`config.mk`:
```
export PLATFORM = sky130hd
export DESIGN_NAME = alu_share_ctrl
export DESIGN_NICKNAME = d
export VERILOG_FILES = /design/src/rtl/alu_pkg.sv /design/src/rtl/alu_share_arb.sv /design/src/rtl/alu_share_ctrl.sv
export SDC_FILE = /design/constraint.sdc
export NUM_CORES = 1
export LEC_CHECK = 0
export CELL_PAD_IN_SITES_DETAIL_PLACEMENT = 1
export CELL_PAD_IN_SITES_GLOBAL_PLACEMENT = 1
export CORE_MARGIN = 3
export CORE_UTILIZATION = 30
export CTS_BUF_LIST = sky130_fd_sc_hd__clkbuf_8
export DETAILED_ROUTE_END_ITERATION = 6
export PLACE_DENSITY_LB_ADDON = 0.08
export SYNTH_ARGS = -nofsm -noshare
export SYNTH_HDL_FRONTEND = slang
export SYNTH_HIERARCHICAL = 1
export SYNTH_SLANG_ARGS = --single-unit
```
`constraint.sdc`:
```
create_clock -name clk -period 3.55 [get_ports clk]
set_clock_uncertainty 0.1 [all_clocks]
set_input_delay 0.71 -clock clk [delete_from_list [all_inputs] [get_ports clk]]
set_output_delay 0.71 -clock clk [all_outputs]
set_load 0.05 [all_outputs]
```
`src/rtl/alu_pkg.sv`:
```
// alu_pkg: opcodes, status bit positions and sequencer state shared by the
// ALU sharing controller and its arbiter.
package alu_pkg;

  // ALU opcodes
  localparam logic [3:0] OP_AND = 4'b0000;
  localparam logic [3:0] OP_OR  = 4'b0001;
  localparam logic [3:0] OP_ADD = 4'b0010;
  localparam logic [3:0] OP_MUL = 4'b0011;
  localparam logic [3:0] OP_DIV = 4'b0100;
  localparam logic [3:0] OP_SUB = 4'b0110;
  localparam logic [3:0] OP_SLT = 4'b0111;
  localparam logic [3:0] OP_LW  = 4'b1000;
  localparam logic [3:0] OP_LH  = 4'b1001;
  localparam logic [3:0] OP_SLL = 4'b1010;
  localparam logic [3:0] OP_SRL = 4'b1011;
  localparam logic [3:0] OP_NOR = 4'b1100;

  // alu_status bit positions
  localparam int STAT_ZERO     = 7;
  localparam int STAT_OVF      = 6;
  localparam int STAT_CARRY    = 5;
  localparam int STAT_NEG      = 4;
  localparam int STAT_INV_ADDR = 3;
  localparam int STAT_DIV0     = 2;

  typedef enum logic [1:0] {
    S_IDLE = 2'd0,
    S_EXEC = 2'd1,
    S_RESP = 2'd2
  } state_e;

  // A response is erroneous when the result is not meaningful.
  function automatic logic status_err(input logic [7:0] s);
    return s[STAT_OVF] | s[STAT_INV_ADDR] | s[STAT_DIV0];
  endfunction

endpackage

```
`src/rtl/alu_share_arb.sv`:
```
// alu_share_arb: grant logic for the shared ALU.
// ALU_SHARE_RR_EN defined  : round-robin search starting at a pointer register.
// ALU_SHARE_RR_EN undefined: fixed priority, lowest index wins, no state.
module alu_share_arb
  import alu_pkg::*;
#(
  parameter int NUM_REQ = 2,
  parameter int ID_W    = 1
) (
`ifdef ALU_SHARE_RR_EN
  input  logic               clk,
  input  logic               rst_n,
`endif
  input  logic [NUM_REQ-1:0] req_valid,
  input  logic               en,
  output logic [NUM_REQ-1:0] gnt,
  output logic [ID_W-1:0]    gnt_idx
);

  logic found;

`ifdef ALU_SHARE_RR_EN
  logic [ID_W-1:0] ptr_q, ptr_d;
  int              best_d;
  int              dist;

  // Pick the valid requester closest to the pointer, going upward with wrap.
  always_comb begin
    gnt     = '0;
    gnt_idx = '0;
    best_d  = NUM_REQ;
    dist    = 0;
    for (int i = 0; i < NUM_REQ; i++) begin
      dist = i - int'(ptr_q);
      if (dist < 0) dist = dist + NUM_REQ;
      if (req_valid[i] && (dist < best_d)) begin
        best_d  = dist;
        gnt_idx = ID_W'(i);
      end
    end
    found = (best_d < NUM_REQ);
    for (int i = 0; i < NUM_REQ; i++)
      gnt[i] = en && found && (gnt_idx == ID_W'(i));
  end

  // Pointer moves just past the winner whenever a grant is issued.
  always_comb begin
    ptr_d = ptr_q;
    if (en && found)
      ptr_d = (int'(gnt_idx) + 1 >= NUM_REQ) ? '0 : gnt_idx + 1'b1;
  end

  // Pointer register.
  always_ff @(posedge clk or negedge rst_n) begin
    if (!rst_n) ptr_q <= '0;
    else        ptr_q <= ptr_d;
  end
`else
  // Lowest-index valid requester wins.
  always_comb begin
    gnt     = '0;
    gnt_idx = '0;
    found   = 1'b0;
    for (int i = 0; i < NUM_REQ; i++) begin
      if (!found && req_valid[i]) begin
        found   = 1'b1;
        gnt[i]  = en;
        gnt_idx = ID_W'(i);
      end
    end
  end
`endif

endmodule

```
`src/rtl/alu_share_ctrl.sv`:
```
// alu_share_ctrl: shares one combinational ALU between NUM_REQ requesters.
// One transaction in flight: IDLE accepts and registers operands, EXEC lets
// the ALU settle and captures its outputs, RESP holds the tagged response
// until the consumer takes it. Optional round-robin arbitration via
// ALU_SHARE_RR_EN (fixed priority when undefined).
module alu_share_ctrl
  import alu_pkg::*;
#(
  parameter int NUM_REQ = 2,
  parameter int ID_W    = 1
) (
  input  logic                    clk,
  input  logic                    rst_n,
  input  logic [NUM_REQ-1:0]      req_valid,
  output logic [NUM_REQ-1:0]      req_ready,
  input  logic [4*NUM_REQ-1:0]    req_control,
  input  logic [32*NUM_REQ-1:0]   req_op1,
  input  logic [32*NUM_REQ-1:0]   req_op2,
  output logic [3:0]              alu_control,
  output logic [31:0]             alu_operand_1,
  output logic [31:0]             alu_operand_2,
  input  logic [31:0]             alu_result,
  input  logic [7:0]              alu_status,
  output logic                    rsp_valid,
  input  logic                    rsp_ready,
  output logic [ID_W-1:0]         rsp_id,
  output logic [31:0]             rsp_result,
  output logic [7:0]              rsp_status,
  output logic                    rsp_err,
  output logic                    busy
);

  state_e          state_q, state_d;
  logic            accept, capture;
  logic            arb_en;
  logic [NUM_REQ-1:0] gnt;
  logic [ID_W-1:0] gnt_idx;

  logic [3:0]      sel_ctl;
  logic [31:0]     sel_op1, sel_op2;

  logic [3:0]      ctl_q, ctl_d;
  logic [31:0]     op1_q, op1_d;
  logic [31:0]     op2_q, op2_d;
  logic [ID_W-1:0] id_q, id_d;
  logic [31:0]     res_q, res_d;
  logic [7:0]      stat_q, stat_d;

  // Grants are only meaningful while nothing is in flight.
  assign arb_en = (state_q == S_IDLE);

  alu_share_arb #(
    .NUM_REQ (NUM_REQ),
    .ID_W    (ID_W)
  ) u_arb (
`ifdef ALU_SHARE_RR_EN
    .clk       (clk),
    .rst_n     (rst_n),
`endif
    .req_valid (req_valid),
    .en        (arb_en),
    .gnt       (gnt),
    .gnt_idx   (gnt_idx)
  );

  // Route the winner's payload toward the ALU input registers.
  always_comb begin
    sel_ctl = '0;
    sel_op1 = '0;
    sel_op2 = '0;
    for (int i = 0; i < NUM_REQ; i++) begin
      if (gnt[i]) begin
        sel_ctl = req_control[4*i +: 4];
        sel_op1 = req_op1[32*i +: 32];
        sel_op2 = req_op2[32*i +: 32];
      end
    end
  end

  // Sequencer next state and datapath strobes.
  always_comb begin
    state_d = state_q;
    accept  = 1'b0;
    capture = 1'b0;
    unique case (state_q)
      S_IDLE: if (|gnt) begin
        accept  = 1'b1;
        state_d = S_EXEC;
      end
      S_EXEC: begin
        capture = 1'b1;
        state_d = S_RESP;
      end
      S_RESP: if (rsp_ready) state_d = S_IDLE;
      default: state_d = S_IDLE;
    endcase
  end

  // ALU inputs keep their last value between transactions; response fields
  // are captured once and held through RESP.
  always_comb begin
    ctl_d  = ctl_q;
    op1_d  = op1_q;
    op2_d  = op2_q;
    id_d   = id_q;
    res_d  = res_q;
    stat_d = stat_q;
    if (accept) begin
      ctl_d = sel_ctl;
      op1_d = sel_op1;
      op2_d = sel_op2;
      id_d  = gnt_idx;
    end
    if (capture) begin
      res_d  = alu_result;
      stat_d = alu_status;
    end
  end

  // State and datapath registers; reset drops any in-flight transaction.
  always_ff @(posedge clk or negedge rst_n) begin
    if (!rst_n) begin
      state_q <= S_IDLE;
      ctl_q   <= '0;
      op1_q   <= '0;
      op2_q   <= '0;
      id_q    <= '0;
      res_q   <= '0;
      stat_q  <= '0;
    end else begin
      state_q <= state_d;
      ctl_q   <= ctl_d;
      op1_q   <= op1_d;
      op2_q   <= op2_d;
      id_q    <= id_d;
      res_q   <= res_d;
      stat_q  <= stat_d;
    end
  end

  assign req_ready     = gnt;
  assign alu_control   = ctl_q;
  assign alu_operand_1 = op1_q;
  assign alu_operand_2 = op2_q;
  assign rsp_valid     = (state_q == S_RESP);
  assign rsp_id        = id_q;
  assign rsp_result    = res_q;
  assign rsp_status    = stat_q;
  assign rsp_err       = status_err(stat_q);
  assign busy          = (state_q != S_IDLE);

endmodule
```
==> impl_metrics.py <==
metrics = {
    "die": {
        "start_util": 0.3122,
        "die-area_um2": 19250,
        "die_x_um": 138.8,
        "std_cell_rows": 47,
        "io-pin-count": 295,
        "die_h_um": 138.8,
        "coreArea_um2": 16940,
    },
    "clock_network": {
        "root_buffer": "clkbuf_8",
        "numCtsBuffers": 9,
        "insertion_delay_ns": 0.38,
        "cts_buffer_depth": 2,
        "holdBufCountCts": 0,
        "clk_pin_slew_ns": 0.11,
        "htree_levels": 3,
        "clkSinkCount": 111,
        "cts_tree": "done",
        "cts_resized": 0,
        "postCtsSetupBuffers": 0,
    },
    "route": {
        "drc": 0,
        "drt-pass1-iter-count": 4,
        "ant_nets": 0,
        "vias": 5108,
        "vias_per_cell": 5.223,
        "wirelength_mm": 20.33,
        "avgRoutedWirePerCell_um": 20.79,
        "drtIter0Drc": 200,
    },
    "sta": {
        "slew_viol_final": 0,
        "tightest_slew_ns": 1.055,
        "min_period_ns": 3.075,
        "fmax_mhz": 325.2,
        "finalSetupViolCount": 0,
        "hold_violations": 0,
        "maxSlewHeadroom": 0.2965,
        "rsz0062_at_grt": "no",
        "fin_crit_sh": 0.8662,
        "fin_setup_tns_ns": 0,
    },
    "synthesis": {
        "yosysWarnings": 6,
        "ys.flop_type": "dfrtp_1",
        "ys_types": 20,
        "syn_nets": 667,
        "synthesis.area_um2": 5288,
        "synthArstFlopShare": 1.000,
        "ys_seq_area_frac": 0.5253,
        "synth.most_common_cell": "dfrtp_1",
        "syn_inst": 486,
        "syn_area_per_cell_um2": 10.88,
        "netlist_top_cells_area": "dfrtp_1 (53%), a22oi_1 (9.7%), mux2_2 (8.7%)",
        "synth.top_cell.area_share": 0.5253,
        "synth_edf_count": 0,
        "ys_ff_latch": 111,
        "synth.largest_area_cell": "dfrtp_1",
        "synth.top_cells.by_count": "dfrtp_1 (111), a22oi_1 (68), a31oi_1 (68), nor2b_1 (68), o21ai_0 (53)",
    },
    "place": {
        "place.gp.congestion": 0.7660,
        "io_buffers": 294,
        "dp_hpwl_mm": 14.67,
    },
    "hold_path": {
        "hold_path_class": "input port to async pin",
    },
    "grt": {
        "grt_pass1_vias": 5649,
        "gr-total-overflow": 0,
        "grt_pass1_wl_mm": 31.67,
        "grt_antenna_before_repair": 1,
        "grt_max_degree": 73,
        "met2_usage": 0.3416,
        "gr-usage-met1": 0.2451,
        "grt_use_met3": 0.07793,
        "busiest_layer": "met2",
        "grt_use_total": 0.2049,
    },
    "critical_path": {
        "setup.worst_path.start_class": "flop",
        "endpoint_kind": "primary output",
        "r2r_start": "state_q[1]$_DFFE_PN0P_",
        "critPathLaunch": "state_q[0]$_DFFE_PN0P_",
        "rrSetupSlack_ns": 0.86,
        "worstReg2RegEnd": "alu_operand_1[26]$_DFFE_PN0P_",
        "cp.arrival_ns": 2.27,
        "worstSetupPathType": "flop to primary output",
        "cp_max_fo": 35,
        "cp-endpoint": "busy",
        "critical_path_required_ns": 2.74,
        "rr_worst_depth": 7,
    },
    "power": {
        "power.density_nw_per_um2": 1149,
        "leakage_nw": 3.281,
        "total_power_mw": 9.849,
        "irDropWorstVdd_mv": 0.5379,
    },
    "outcome": {
        "status": "finished, final reports clean",
    },
    "final_layout": {
        "drive_gt1_frac": 0.09908,
        "multiInputGateArea_um2": 2250,
        "regArea_um2": 2778,
        "syn_to_final_growth_pct": 62.16,
        "fill_cells": 1851,
        "nNetsFinal": 933,
    },
    "run": {
        "cap_violations": 0,
    },
}
## state kept, by name (all words and copies together), names as in the netlist
| register | cells |
|---|---|
| alu_operand_2 | 32 |
| rsp_status | 8 |
| rsp_id | 1 |
| rsp_result | 32 |
| alu_operand_1 | 32 |
| state_q | 2 |
| alu_control | 4 |
## power breakdown
group	switching, mW	leakage (nW)	internal [mW]
combinational	4.19	1.88	2.40
sequential	0.454	1.29	1.95
clock	0.453	0.112	0.395
total	5.10	3.28	4.75
## final cells by class
cell class                      count  share of cell area
Antenna cell                        1           0.0002918
Clock buffer                        9             0.01445
Clock inverter                      7             0.01036
Inverter                            2            0.001021
Multi-Input combinational cell    324              0.2624
Sequential cell                   111              0.3239
Tap cell                          220             0.03210
Timing Repair Buffer              304              0.3555
## per-layer routing
| layer | up-vias | part of all wire |
|---|---|---|
| li1 | 2339 | - |
| met1 | 2538 | 0.41 |
| met2 | 206 | 0.48 |
| met3 | 25 | 0.092 |
| met4 | 0 | 0.024 |
| met5 | - | 0 |
## cell usage in the layout (no fill, tap or decap), drive strengths merged
cell,Yosys,routed
clkbuf,22,9
nor3b,1,1
clkinvlp,0,1
mux2,41,41
a22oi,68,68
and2b,1,1
and3b,1,1
clkinv,1,2
clkdlybuf4s50,0,291
a31oi,68,68
or3,1,1
dfrtp,111,111
nor2b,68,68
inv,1,4
diode,0,1
nand2b,2,2
nor2,2,2
and2,1,1
or2,1,1
bufinv,0,2
buf,27,13
o21ai,69,69
## metrics by stage
stage | util | worst slack, ns | std cells | hold slack, ns | area, um^2
finish | 0.5063 | 0.4750 | 978 | 0.2511 | 8574
global route | 0.5063 | 0.3649 | 978 | 0.2882 | 8574
CTS | 0.5061 | 0.4493 | 977 | 0.2822 | 8572
detailed placement | 0.4936 | 0.7990 | 961 | 0.3944 | 8359
global placement | 0.4936 | 0.8366 | 961 | 0.3882 | 8359
floorplan | - | 1.146 | 486 | 0.3144 | 5288
## how the worst min path moves through the flow
| stage | from | endpoint | slack (ns) | depth (start not counted) |
|---|---|---|---|---|
| 6_report | rst_n | alu_operand_1[13]$_DFFE_PN0P_ | 0.25 | 1 |
| 5_1_grt | rst_n | alu_operand_1[13]$_DFFE_PN0P_ | 0.29 | 1 |
| 4_1_cts | rst_n | alu_operand_1[13]$_DFFE_PN0P_ | 0.28 | 1 |
| 3_5_place_dp | rsp_status[7]$_DFFE_PN0N_ | rsp_status[7]$_DFFE_PN0N_ | 0.39 | 1 |
| 3_3_place_gp | rsp_result[27]$_DFFE_PN0N_ | rsp_result[27]$_DFFE_PN0N_ | 0.39 | 1 |
| 2_1_floorplan | rst_n | alu_control[0]$_DFFE_PN0P_ | 0.31 | 0 |
## worst max-delay path, stage by stage (launching register included)
cell and delay [ns]:
dfrtp_1 0.44, or2_2 0.17, buf_4 0.37, clkdlybuf4s50_1 0.88
## logic make-up after synthesis
kind of cell,synth area share
AOI/OAI and AO/OA,0.2423
and+or+nand+nor,0.09394
buffers and inverters,0.05111
muxes,0.08732
DFF,0.5253
Power figures use the tool's default switching activity.
